File: config.mk
export PLATFORM = sky130hd
export DESIGN_NAME = modulo_escalonador_rolhas
export DESIGN_NICKNAME = d
export VERILOG_FILES = /design/src/rtl/modulo_escalonador_rolhas.sv
export SDC_FILE = /design/constraint.sdc
export NUM_CORES = 1
export LEC_CHECK = 0
export CAP_MARGIN = 20
export CORE_MARGIN = 1
export CORE_UTILIZATION = 60
export CTS_BUF_LIST = sky130_fd_sc_hd__clkbuf_2
export CTS_CLUSTER_SIZE = 24
export DETAILED_ROUTE_END_ITERATION = 10
export GPL_TIMING_DRIVEN = 1
export PLACE_DENSITY = 0.86
export SLEW_MARGIN = 15
export SYNTH_ARGS = -nofsm -noshare
export SYNTH_HDL_FRONTEND = slang
export SYNTH_SLANG_ARGS = --single-unit
File: constraint.sdc
create_clock -name clk -period 7.8 [get_ports clk]
set_input_delay 1.56 -clock clk [delete_from_list [all_inputs] [get_ports clk]]
set_output_delay 1.56 -clock clk [all_outputs]
set_load 0.005 [all_outputs]
File: src/rtl/modulo_escalonador_rolhas.sv
// rtl/modulo_escalonador_rolhas.sv - cork stock sequencer: primary refill and operator load/unload
// Optional operator removal from secondary is enabled by defining ROLHAS_RETIRADA_EN.
module modulo_escalonador_rolhas #(
   parameter int CAP_MAX    = 99,
   parameter int MIN_PRI    = 5,
   parameter int QTD_TRANSF = 20
) (
   input  logic       clk,
   input  logic       Nclr,
   input  logic       consome,
   input  logic       op_req,
   input  logic       op_sub,
   input  logic [6:0] op_qtd,
   output logic [6:0] prim,
   output logic [6:0] sec,
   output logic       ro,
   output logic       min_signal,
   output logic       busy,
   output logic       op_ack,
   output logic       op_err,
   output logic [1:0] estado
);

   typedef enum logic [1:0] {
      OCIOSO = 2'b00,
      TRANSF = 2'b01,
      OPER   = 2'b10
   } estado_t;

   localparam logic [6:0] CAP7   = 7'(CAP_MAX);
   localparam logic [7:0] CAP8   = 8'(CAP_MAX);
   localparam logic [6:0] MIN7   = 7'(MIN_PRI);
   localparam logic [6:0] TRANS7 = 7'(QTD_TRANSF);

   estado_t    estado_q;
   logic [6:0] restante;
   logic       sub_r;
   logic       sub_eff;
   logic       rejeita;
   logic [6:0] folga_prim;
   logic [6:0] lim_sec;
   logic [6:0] qtd_transf;
   logic [7:0] soma_sec;

`ifdef ROLHAS_RETIRADA_EN
   assign sub_eff = op_sub;
`else
   logic unused_op_sub;
   assign unused_op_sub = op_sub;
   assign sub_eff = 1'b0;
`endif

   assign ro         = (prim == 7'd0);
   assign min_signal = (prim < MIN7);
   assign busy       = (estado_q != OCIOSO);
   assign estado     = estado_q;

   // Refill size is bounded by both the reservoir and the room left in primary.
   assign folga_prim = CAP7 - prim;
   assign lim_sec    = (TRANS7 < sec) ? TRANS7 : sec;
   assign qtd_transf = (lim_sec < folga_prim) ? lim_sec : folga_prim;

   assign soma_sec = {1'b0, sec} + {1'b0, op_qtd};
   assign rejeita  = sub_eff ? (op_qtd > sec) : (soma_sec > CAP8);

   always_ff @(posedge clk or negedge Nclr) begin
      if (!Nclr) begin
         estado_q <= OCIOSO;
         prim     <= 7'd0;
         sec      <= 7'd0;
         restante <= 7'd0;
         sub_r    <= 1'b0;
         op_ack   <= 1'b0;
         op_err   <= 1'b0;
      end else begin
         op_ack <= 1'b0;
         op_err <= 1'b0;
         case (estado_q)
            OCIOSO: begin
               if (min_signal && (sec != 7'd0)) begin
                  estado_q <= TRANSF;
                  restante <= qtd_transf;
               end else if (op_req) begin
                  if (rejeita) begin
                     op_err <= 1'b1;
                  end else if (op_qtd == 7'd0) begin
                     op_ack <= 1'b1;
                  end else begin
                     estado_q <= OPER;
                     restante <= op_qtd;
                     sub_r    <= sub_eff;
                  end
               end
            end
            TRANSF: begin
               sec      <= sec - 7'd1;
               restante <= restante - 7'd1;
               // A cork consumed while one arrives leaves primary unchanged.
               if (!consome) prim <= prim + 7'd1;
               if (restante == 7'd1) estado_q <= OCIOSO;
            end
            OPER: begin
               sec      <= sub_r ? (sec - 7'd1) : (sec + 7'd1);
               restante <= restante - 7'd1;
               if (restante == 7'd1) begin
                  estado_q <= OCIOSO;
                  op_ack   <= 1'b1;
               end
            end
            default: estado_q <= OCIOSO;
         endcase
         if ((estado_q != TRANSF) && consome && (prim != 7'd0)) prim <= prim - 7'd1;
      end
   end

endmodule

**Yosys cells after proc, flatten, opt, wreduce, memory -nomap -nowiden**

Cells that the tools add are included.

- Magnitude comparators: 4
- Muxes and demuxes: 27
- Add/subtract/negate cells: 7
- Equality and inequality tests: 9
- Reductions and logical operators: 16

Operators by type and width:

| kind | number |
|---|---|
| 7-bit 2-to-1 mux | 9 |
| 7-bit case mux with 2 select lines | 2 |
| 7-bit by 1-bit subtractor with 7-bit output, second input constant | 3 |
| 7-bit by 1-bit adder with 7-bit output, second input constant | 2 |
| 7-bit logical NOT | 2 |
| 7-bit nonzero test | 2 |
| 2-bit 2-to-1 mux | 5 |
| 1-bit 2-to-1 mux | 9 |
| 3-bit != test, second input constant | 3 |
| 7-bit by 7-bit adder with 8-bit output | 1 |
| 8-bit by 7-bit greater-than comparator with 1-bit output, second input constant | 1 |
| 4-bit AND reduction | 2 |
| 2-bit nonzero test | 4 |
| 7-bit by 1-bit == test with 1-bit output, second input constant | 1 |
| 5-bit by 7-bit less-than comparator with 1-bit output, first input constant | 1 |
| 7-bit by 3-bit less-than comparator with 1-bit output, second input constant | 1 |
| 7-bit less-than comparator | 1 |
| 7-bit subtractor, first input constant | 1 |
| 2-bit by 1-bit != test with 1-bit output, second input constant | 3 |
| 2-bit case mux with 2 select lines | 1 |
| 1-bit logical AND | 3 |
| 2-bit by 1-bit == test with 1-bit output, second input constant | 1 |
| 2-bit == test, second input constant | 1 |
| 2-bit logical NOT | 1 |
| 3 further kinds | 3 |

- Input bits: 12
- Flip-flop bits (word level): 25
- Output and inout bits: 21

**Logic depth before layout (Yosys ltp)**

Gate-level depths: netlist (run 1).

- Depth in word-level cells: 6
- Gate-level depth with buffers: 14
- Depth with buffers taken out: 14

**Worst setup path after synthesis (run 1)**

No wires, ideal clock.

- Kind: input port to flip-flop
- From: in consome
- To: reg prim[6]
- Required time: 7.675 ns
- Setup slack: 4.263 ns
- Arrival time: 3.411 ns
- Cell stages on the path: 10
- Buffers on the path: 0
- Path through: nor3b_1 > inv_1 > fa_1 > inv_1 > a21oi_1 > o21bai_1 > a21o_1 > a21oi_1 > mux2i_1 > xnor2_1

- Cells in the longest elaborated chain, start to end: 4
- Elaborated cells on any way between the ends: 6
- Classes of those cells: 1 x eq/ne; 1 x mux; 4 x reduce/logical

Ends and longest elaborated chain:

| item | RTL line | RTL |
|---|---|---|
| start: declaration | 10 | `input logic consome,` |
| 1-bit logical AND (2 in series) | 112 | `if ((estado_q != TRANSF) && consome && (prim != 7'd0)) prim <= prim - 7'd1;` |
| 2-bit by 1-bit != test with 1-bit output (no line) / 2-bit nonzero test (equally long branches) | - |  |
| 2-bit AND reduction (no line) | - |  |
| end signal: assignment | 99 | `if (!consome) prim <= prim + 7'd1;` |
| end signal: assignment | 112 |  |
| end: declaration | 14 | `output logic [6:0] prim,` |

Parallel ways exist; a longest one is shown, timed or not.
A chain may end at the register's enable or synchronous reset.

**Worst setup path in the final report (run 1)**

Same ends and word-level chain as after synthesis.

==> summary.txt, run 1 <==
CTS
  – TritonCTS clock tree: yes
  – Post-CTS Hold Fix Bufs: 0
  – Bufs on Longest Clock Path: 2
  – CTS buffer count: 3
  – CTS root buf: clkbuf_2
  – # clock sinks: 25
  – H-tree depth: 1
  – Clock slew at the register clock pins of the worst setup and hold paths: 0.26 ns
  – Clock Latency Late Sink: 0.38 ns
  – Postcts setup bufs: 0
  – Post-CTS sizing: 0

STA
  – Slew HR: 33.95%
  – Maximum clock frequency: 246.0 MHz
  – Pins Over Slew Limit: 0
  – Final Hold Vio Count: 0
  – Slew @ Worst Pin: 0.9886 ns
  – Tmin final: 4.065 ns
  – Hold_ws: 0.5807 ns
  – RSZ-0062 raised after global routing: no
  – Setup TNS: 0 ns
  – Final setup vio count: 0
  – Crit share post-route: 52.12%
  – Worst Clk Skew: 0.006677 ns

Synthesis
  – Combinational family with the most area after synthesis: compound AO/OA/AOI/OAI gates
  – Most common cell in the netlist: ha_1
  – YS warnings: 0
  – Simple-gate area share of the yosys netlist: 18.08%
  – Syn Inst Count: 266
  – Syn_area_per_cell: 9.003 sq um
  – Synth cell types: 54
  – FF+latch count, synth: 25
  – Largest cells by area after synthesis: dfrtp_1 (26%), ha_1 (15%), a21oi_1 (5.0%), xnor2_1 (4.8%), inv_1 (3.1%)
  – Main synth FF type: dfrtp_1
  – Leading area contributor after synthesis: dfrtp_1
  – Xor/xnor share of the synthesized area: 6.217%
  – Mapped cell area: 0.002395 sq mm
  – Seq/Total Area, Yosys: 26.12%
  – Post-synthesis compound-gate area fraction: 21.94%
  – FFs w/ async S/R, synth: 100.0%
  – Number of enable flip-flop cells after synthesis: 0
  – Area share of the largest cell type after synthesis: 26.12%
  – Post-synthesis adder-cell area fraction: 17.66%
  – Multiplexer share of the synthesized area: 4.911%
  – Most frequent cells after synthesis: ha_1 (29), dfrtp_1 (25), a21oi_1 (24), inv_1 (20), nor2_1 (19)

Hold path
  – HP Class: reg2reg

Global routing
  – Initial antenna violation count: 0
  – Global route overflow: 0
  – Pin count of the biggest net entering global routing: 31
  – Aggregate global-route resource usage: 27.55%
  – First-pass GRT wire length: 9108 um
  – Vias in the first global route: 2004

Outcome
  – Outcome: complete, no violations

Place
  – Port-buffer cells: 31
  – Gpl congestion: 0.8966
  – Dpl cell area: 0.002734 sq mm
  – Post-DP HPWL: 4082 um

Die
  – Die span in y: 65.18 um
  – Die area: 0.004248 sq mm
  – Std-Cell Rows: 22
  – Io pins: 33
  – Die X: 65.18 um
  – Starting density of the core: 63.97%
  – Core ar.: 0.003744 sq mm

Cells and area
  – Share of layout cells above drive strength 1: 7.095%
  – Final Core Density: 73.66%
  – Area grow syn2layout: 15.15%
  – Antenna diodes: 0
  – Finished Cell Area: 0.002758 sq mm
  – # nets final: 341

Critical path
  – Max Fanout on Critical Path: 8
  – WP data required: 8.10 ns
  – Worst Setup End Kind: register
  – Critical path type: in2reg
  – WP data arrival: 4.37 ns
  – Setup crit start kind: input port

Drt
  – DR vias: 2028
  – Routed len/inst: 15.24 um
  – Drt drc: 0
  – Iteration count of the initial detailed-routing pass: 4
  – Drt total wl: 5241 um
  – Vias per std cell: 5.895
  – Routed Antenna Nets: 0
  – Initial DRC Count: 148

Power
  – Maximum vdd drop: 0.2817 mV
  – Static Leak: 0.001253 uW
  – Tot Pwr: 1413 uW
  – Pwr dens: 512.5 mW/mm^2

Flow run
  – Max-cap violations: 0
==> sequential cells by signal, indices dropped and copies added (netlist names) <==
name,count
estado,2
sec,7
restante,7
op_err,1
prim,7
op_ack,1
==> layout make-up <==
| class | count | area, sq um |
|---|---|---|
| Clock buffer | 3 | 15.01 |
| Clock inverter | 1 | 8.758 |
| Fill cell | 328 | 985.9 |
| Inverter | 20 | 75.07 |
| Multi-Input combinational cell | 215 | 1655 |
| Sequential cell | 25 | 625.6 |
| Tap cell | 48 | 60.06 |
| Timing Repair Buffer | 32 | 317.8 |
==> power breakdown <==
part	total [uW]	internal (uW)	leakage [uW]	switching, uW
registers	306	199	0.000297	106
logic	1050	515	0.000939	534
clock network	58.4	13.5	0.0000170	44.9
total	1410	728	0.00125	685
==> logic make-up (layout without fill, tap and decap cells) <==
logic type / count (synthesis) / after routing
compound gates: 73 / 73
fa+ha+maj: 32 / 32
xor+xnor: 17 / 17
buf+inv: 27 / 56
flops: 25 / 25
mux: 11 / 11
other cells: 1 / 2
simple gates: 80 / 80
==> worst max-delay path, stage by stage <==
cell	delay, ns
clkdlybuf4s50_1	0.50
nor3b_1	0.82
inv_1	0.13
fa_1	0.44
inv_1	0.07
a21oi_1	0.05
o21bai_1	0.24
a21o_1	0.17
a21oi_1	0.08
mux2i_1	0.13
xnor2_1	0.18
==> through the flow <==
stage / cells / setup slack, ns
floorplan: 267 / 4.263
global placement: 340 / 3.409
detailed placement: 340 / 3.362
CTS: 344 / 3.773
global route: 344 / 3.483
finish: 344 / 3.735
==> per-layer routing <==
layer | part of all wire [%] | GRT usage [%] | routed length (um)
met5 | 0 | 0 | 0
met4 | 0.61 | 4.891 | 32
met3 | 4.9 | 3.646 | 256
met2 | 47 | 45.62 | 2452
met1 | 48 | 38.67 | 2500
==> worst paths after layout <==
path,start,end,slack (ns),cells after the start
setup / recovery,consome,prim[6],3.73,11
hold / removal,prim[6],prim[6],0.58,1
setup reg to reg,prim[2],prim[6],4.40,14
hold reg to reg,prim[6],prim[6],0.58,1
max in group asynchronous,Nclr,prim[4],6.06,2
min in group asynchronous,Nclr,restante[5],1.50,2
==> placed cells by master (no fill, tap or decap), types with 9 or more instances in the layout <==
cell             instances
a21o_1                   9
a21oi_1                 24
clkdlybuf4s50_1         31
dfrtp_1                 25
ha_1                    29
inv_1                   20
nand2_1                 15
nor2_1                  19
o21ai_0                  9
xnor2_1                 13
Power figures use the tool's default switching activity.
==> run 2, diff against run 1 <==
- CORE_UTILIZATION: 60 -> 57
- PLACE_DENSITY: 0.86 -> 0.83
- clock period: 7.8 -> 4 ns (I/O delays scaled with it)
==> run 2 against run 1 <==
  * Design area is 0.36% higher
  * Clock-buffer cell count unchanged
  * Routed wire length up 6.0%
  * Highest routed layer unchanged
  * Final cell count up 0.87%
==> summary.txt, run 2 (synthesis gave the netlist of run 1 again) <==
Outcome
  – Outcome: complete, no violations

Hold path
  – HP Class: reg2reg

Cells and area
  – Area grow syn2layout: 15.57%
  – Number of fill cells in the layout: 355 (+8.2%)
  – Most frequent cells in the layout: clkdlybuf4s50_1 (31), ha_1 (29), dfrtp_1 (25)
  – Most common cell after layout, fill and taps aside: clkdlybuf4s50_1
  – Regs by FF count: prim: 7 flops, restante: 7 flops, sec: 7 flops
  – Antenna diodes: 0 (unchanged)
  – Share of layout cells above drive strength 1: 7.407% (+0.31 points)
  – # nets final: 342 (+0.29%)

Flow run
  – Max-cap violations: 0 (unchanged)

Global routing
  – Pin count of the biggest net entering global routing: 31 (unchanged)
  – Initial antenna violation count: 0 (unchanged)
  – First-pass GRT wire length: 9101 um (about the same)
  – Global route overflow: 0 (unchanged)
  – Vias in the first global route: 1995 (-0.45%)
  – Aggregate global-route resource usage: 26.82% (-0.73 points)

STA
  – Pins Over Slew Limit: 0 (unchanged)
  – Setup TNS: 0 ns (unchanged)
  – Final setup vio count: 0 (unchanged)
  – RSZ-0062 raised after global routing: no
  – Hold_ws: 0.5816 ns (+0.0009500 ns)
  – Slew @ Worst Pin: 0.9029 ns (-0.08572 ns)
  – Slew HR: 39.81% (+5.9 points)
  – Tmin final: 3.188 ns
  – Crit share post-route: 79.71%
  – Maximum clock frequency: 313.6 MHz
  – Final Hold Vio Count: 0 (unchanged)
  – Worst Clk Skew: 0.03056 ns (+0.02388 ns)

Critical path
  – Setup crit start kind: input port
  – WP data arrival: 3.48 ns (-0.89 ns)
  – Max Fanout on Critical Path: 17 (+9)
  – Worst Setup End Kind: register
  – Critical path type: in2reg
  – WP data required: 4.29 ns (-3.81 ns)

Power
  – Static Leak: 0.001258 uW (+0.39%)
  – Clk pwr share: 4.2% (about the same)
  – Comb pwr share: 74.2% (about the same)
  – Maximum vdd drop: 0.5670 mV (+100%)
  – Net Sw Frac: 49.09% (+0.60 points)
  – Sequential share of power: 21.5% (about the same)
  – Pwr dens: 1011 mW/mm^2 (+97%)
  – Internal power: 1425 uW (+96%)
  – Psw: 1374 uW (+100%)

CTS
  – CTS root buf: clkbuf_2
  – Bufs on Longest Clock Path: 2 (unchanged)
  – CTS buffer count: 3 (unchanged)
  – Clock Latency Late Sink: 0.40 ns (+0.02 ns)
  – Postcts setup bufs: 0 (unchanged)
  – Post-CTS Hold Fix Bufs: 0 (unchanged)
  – Clock slew at the register clock pins of the worst setup and hold paths: 0.30 ns (+0.04 ns)
  – TritonCTS clock tree: yes
  – # clock sinks: 25 (unchanged)
  – H-tree depth: 1 (unchanged)
  – Post-CTS sizing: 0 (unchanged)

Drt
  – Vias per std cell: 6.084 (+3.2%)
  – Initial DRC Count: 90 (-39%)
  – Routed Antenna Nets: 0 (unchanged)
  – DR vias: 2111 (+4.1%)
  – Drt total wl: 5555 um (+6.0%)
  – Drt drc: 0 (unchanged)
  – Iteration count of the initial detailed-routing pass: 5 (+1)
  – Routed len/inst: 16.01 um (+5.1%)

Die
  – Std-Cell Rows: 23 (+4.5%)
  – Die span in y: 66.82 um (+2.5%)
  – Io pins: 33 (unchanged)
  – Starting density of the core: 59.44% (-4.5 points)
  – Core ar.: 0.004029 sq mm (+7.6%)
  – Die X: 66.82 um (+2.5%)
  – Die area: 0.004465 sq mm (+5.1%)

Place
  – Post-DP HPWL: 4262 um (+4.4%)
  – Gpl congestion: 0.8683 (-3.2%)
  – Port-buffer cells: 31 (unchanged)
==> run 2: cell count changes in the layout (fill, tap and decap cells not counted), sizes merged <==
cell,change
buf,+1
==> run 2: path summary, 6_finish.rpt <==
path                            from          end  slack, ns  depth (start not counted)
setup reg to reg             prim[2]      prim[6]       1.02                         14
min in group asynchronous       Nclr    estado[0]       0.84                          1
max in group asynchronous       Nclr      prim[2]       2.49                          2
hold reg to reg              prim[6]      prim[6]       0.58                          1
hold / removal               prim[6]      prim[6]       0.58                          1
setup / recovery           op_qtd[0]  restante[6]       0.81                         10
==> run 2: metal layers <==
layer / vias up / global-route usage [%] / routed length [um]
met2: 59 / 45.58 / 2657
met3: 9 / 4.281 / 240
met1: 1020 / 35.95 / 2586
li1: 1023 / - / -
met4: 0 / 4.521 / 71
met5: - / 0 / 0
==> run 2: layout make-up <==
type	count	area, sq um	share of cell area (%)
clock inverters	1	8.758	0.3165
multi-input cells	215	1655	59.81
repair buffers	33	325.3	11.75
inverters	20	75.07	2.712
well taps	50	62.56	2.260
flip-flops and latches	25	625.6	22.60
clock buffers	3	15.01	0.5425
==> run 2: per-stage QoR <==
stage / utilization, % / cells / total power, uW / cell area (sq um) / setup WS, ns
6_report: 68.70 / 347 / 2799 / 2768 / 0.8116
5_1_grt: 68.70 / 347 / 3068 / 2768 / 0.7185
4_1_cts: 68.70 / 347 / 2791 / 2768 / 0.8480
3_5_place_dp: 68.11 / 343 / 2655 / 2744 / 0.4150
3_3_place_gp: 68.11 / 343 / 2564 / 2744 / 0.4818
2_1_floorplan: - / 267 / 2130 / 2399 / 1.171
==> run 2: worst max-delay path: stages <==
cell,delay [ns]
clkdlybuf4s50_1,0.53
ha_1,0.23
fa_1,0.23
a211oi_1,0.10
or4b_1,0.53
nand3_2,0.11
a31oi_4,0.13
a21oi_4,0.42
o31ai_1,0.14
a211o_1,0.27
==> run 2: power by group through the flow <==
stage / Clock, uW / Sequential (uW) / Combinational [uW]
after floorplan: 0 / 551 / 1580
after global placement: 0 / 598 / 1970
after detailed placement: 0 / 605 / 2050
after CTS: 121 / 599 / 2070
after global routing: 132 / 623 / 2310
final: 118 / 603 / 2080
==> run 3, diff against run 2 <==
- CORE_UTILIZATION: 57 -> 52
- PLACE_DENSITY: 0.83 -> 0.79
- clock period: 4 -> 2.6 ns (I/O delays scaled with it)
==> run 3 against run 2 <==
  * The flow now finishes with violations (negative setup slack)
  * Design area is 26% higher
  * Global-route usage increased by 2.2 points
  * Clock power increased by 44%
  * Critical endpoint is now restante[4]
  * Largest cell class unchanged
==> summary.txt, run 3 (synthesis gave the netlist of run 1 again) <==
CTS
  – CTS buffer count: 3 (unchanged)
  – H-tree depth: 1 (unchanged)
  – CTS root buf: clkbuf_2
  – Bufs on Longest Clock Path: 2 (unchanged)
  – Clock Latency Late Sink: 0.38 ns (-0.02 ns)
  – # clock sinks: 25 (unchanged)
  – Clock slew at the register clock pins of the worst setup and hold paths: 0.27 ns (-0.03 ns)
  – TritonCTS clock tree: yes

Die
  – Io pins: 33 (unchanged)
  – Core ar.: 0.004384 sq mm (+8.8%)
  – Die span in y: 69.86 um (+4.5%)
  – Starting density of the core: 54.62% (-4.8 points)
  – Die area: 0.004880 sq mm (+9.3%)
  – Std-Cell Rows: 24 (+4.3%)
  – Die X: 69.86 um (+4.5%)

STA
  – Slew @ Worst Pin: 0.6848 ns (-0.2181 ns)
  – Final WS setup: -0.1838 ns (-0.9955 ns)
  – Setup TNS: -0.8418 ns (-0.8418 ns)
  – Tmin final: 2.784 ns
  – RSZ-0062 raised after global routing: yes
  – Final setup vio count: 9 (+9)
  – Pins Over Slew Limit: 0 (unchanged)
  – Crit share post-route: 107.1%
  – Final Hold Vio Count: 0 (unchanged)
  – Maximum clock frequency: 359.2 MHz
  – Slew HR: 53.92% (+14 points)
  – Worst Clk Skew: 0.01082 ns (-0.01974 ns)

Place
  – Dpl cell area: 0.003139 sq mm (+14%)
  – Port-buffer cells: 31 (unchanged)
  – Placement Setup Slack: -0.5399 ns (-0.9549 ns)
  – Gpl congestion: 0.9014 (+3.8%)
  – Post-DP HPWL: 4928 um (+16%)

Cells and area
  – # nets final: 401 (+17%)
  – Final Core Density: 79.57% (+11 points)
  – Area grow syn2layout: 45.66%
  – Share of layout cells above drive strength 1: 34.83% (+27 points)
  – Most frequent cells in the layout: buf_4 (56), clkdlybuf4s50_1 (27), ha_1 (22), dfrtp_1 (22), a21oi_1 (20)
  – Antenna diodes: 0 (unchanged)
  – Finished Cell Area: 0.003488 sq mm (+26%)
  – Most common cell after layout, fill and taps aside: buf_4
  – Regs by FF count: prim: 7 flops, restante: 7 flops, sec: 7 flops

Power
  – Sequential share of power: 14.7% (-6.8 points)
  – Static Leak: 0.001606 uW (+28%)
  – Clk pwr share: 2.9% (-1.3 points)
  – Net Sw Frac: 47.40% (-1.7 points)
  – Tot Pwr: 5844 uW (+110%)
  – Pwr dens: 1675 mW/mm^2 (+66%)
  – Internal power: 3074 uW (+120%)
  – Psw: 2770 uW (+100%)
  – Comb pwr share: 82.4% (+8.2 points)
  – Maximum vdd drop: 0.9734 mV (+72%)

Drt
  – Iteration count of the initial detailed-routing pass: 5 (unchanged)
  – Vias per std cell: 6.348 (+4.3%)
  – DR vias: 2590 (+23%)
  – Drt drc: 0 (unchanged)
  – DR top layer: met4
  – DRT met1 WL: 3262 um (+26%)
  – Wire length on met2: 3861 um (+45%)
  – Routed Antenna Nets: 0 (unchanged)
  – Met3 routed WL: 667 um (+180%)
  – Drt total wl: 8281 um (+49%)
  – Initial DRC Count: 348 (+290%)
  – Routed len/inst: 20.30 um (+27%)

Critical path
  – CP Cell Sequence: clkdlybuf4s50_1, buf_4, nor4_1, nand2_1, nand2_1, nor2_1, a21oi_4, buf_4, o21ai_2, a211o_1
  – Max incr delay on CP: 0.60 ns (+0.07 ns)
  – Setup crit start kind: input port
  – Max Fanout on Critical Path: 7 (-10)
  – WP data arrival: 3.09 ns (-0.39 ns)
  – Worst Setup End Kind: register
  – Critical path type: in2reg
  – WP data required: 2.91 ns (-1.38 ns)
  – Slowest cell on crit path: nor4_1

Global routing
  – Aggregate global-route resource usage: 29.06% (+2.2 points)
  – First-pass GRT wire length: 11440 um (+26%)
  – Pin count of the biggest net entering global routing: 30 (-3.2%)
  – Initial antenna violation count: 0 (unchanged)
  – Global route overflow: 0 (unchanged)
  – Vias in the first global route: 2449 (+23%)

Outcome
  – Outcome: finished, violations left
  – Failing checks: negative setup slack

Hold path
  – HP Class: in2async

Flow run
  – Max-cap violations: 0 (unchanged)
-- run 3: changes by cell type in the layout (fill, tap and decap cells not counted), sizes merged --
cell / change
a21oi: +1
buf: +59
clkdlybuf4s50: -4
clkinv: +1
dlygate4sd2: +1
dlymetal6s2s: +2
inv: -1
-- run 3: metal layers --
metal  GRT usage (%)  vias to the layer above
met3           5.195                       54
li1                -                     1149
met5               0                        -
met1           38.70                     1217
met2           48.50                      170
met4           8.000                        0
-- run 3: power groups by stage --
stage               clock network, uW  registers [uW]  logic [uW]
floorplan                           0             852        2460
global placement                    0             801        3700
detailed placement                  0             812        3850
CTS                               168             817        4110
global route                      188             885        5190
finish                            170             860        4810
-- run 3: worst max-delay path, delay by kind of cell --
family          cells  cell delay [ns]
buf+inv             3             0.86
simple gates        4             1.11
compound gates      3             0.60
-- run 3: area by class of cell --
| type | instances | area (sq um) |
|---|---|---|
| clock buffers | 3 | 15.01 |
| fillers | 263 | 895.9 |
| clock inverters | 1 | 5.005 |
| multi-input cells | 216 | 1918 |
| flip-flops and latches | 25 | 629.4 |
| inverters | 20 | 75.07 |
| repair buffers | 91 | 780.7 |
| well taps | 52 | 65.06 |
-- run 3: worst paths after layout --
check	start	end	slack, ns	depth (start not counted)
min	Nclr	op_err	0.45	2
min in group clk	estado[0]	estado[0]	0.60	1
max	op_qtd[4]	restante[4]	-0.18	10
max in group asynchronous	Nclr	sec[3]	1.87	2
min reg2reg	estado[0]	estado[0]	0.60	1
max reg2reg	prim[3]	restante[3]	-0.14	12
-- run 3: stage by stage --
step | hold WS, ns | std cells
6_report | 0.4493 | 408
5_1_grt | 0.4701 | 408
3_5_place_dp | 0.5397 | 395
4_1_cts | 0.4696 | 403
3_3_place_gp | 0.5291 | 395
2_1_floorplan | 0.2244 | 267
-- run 3: what timing repair did --
item / CTS / global route
hold buffers: 0 / 0
gates resized for setup: 19 / 41
setup buffers: 3 / 6
pin swaps: 18 / 28
setup endpoints to repair: 10 / 11
cloned: 1 / 0
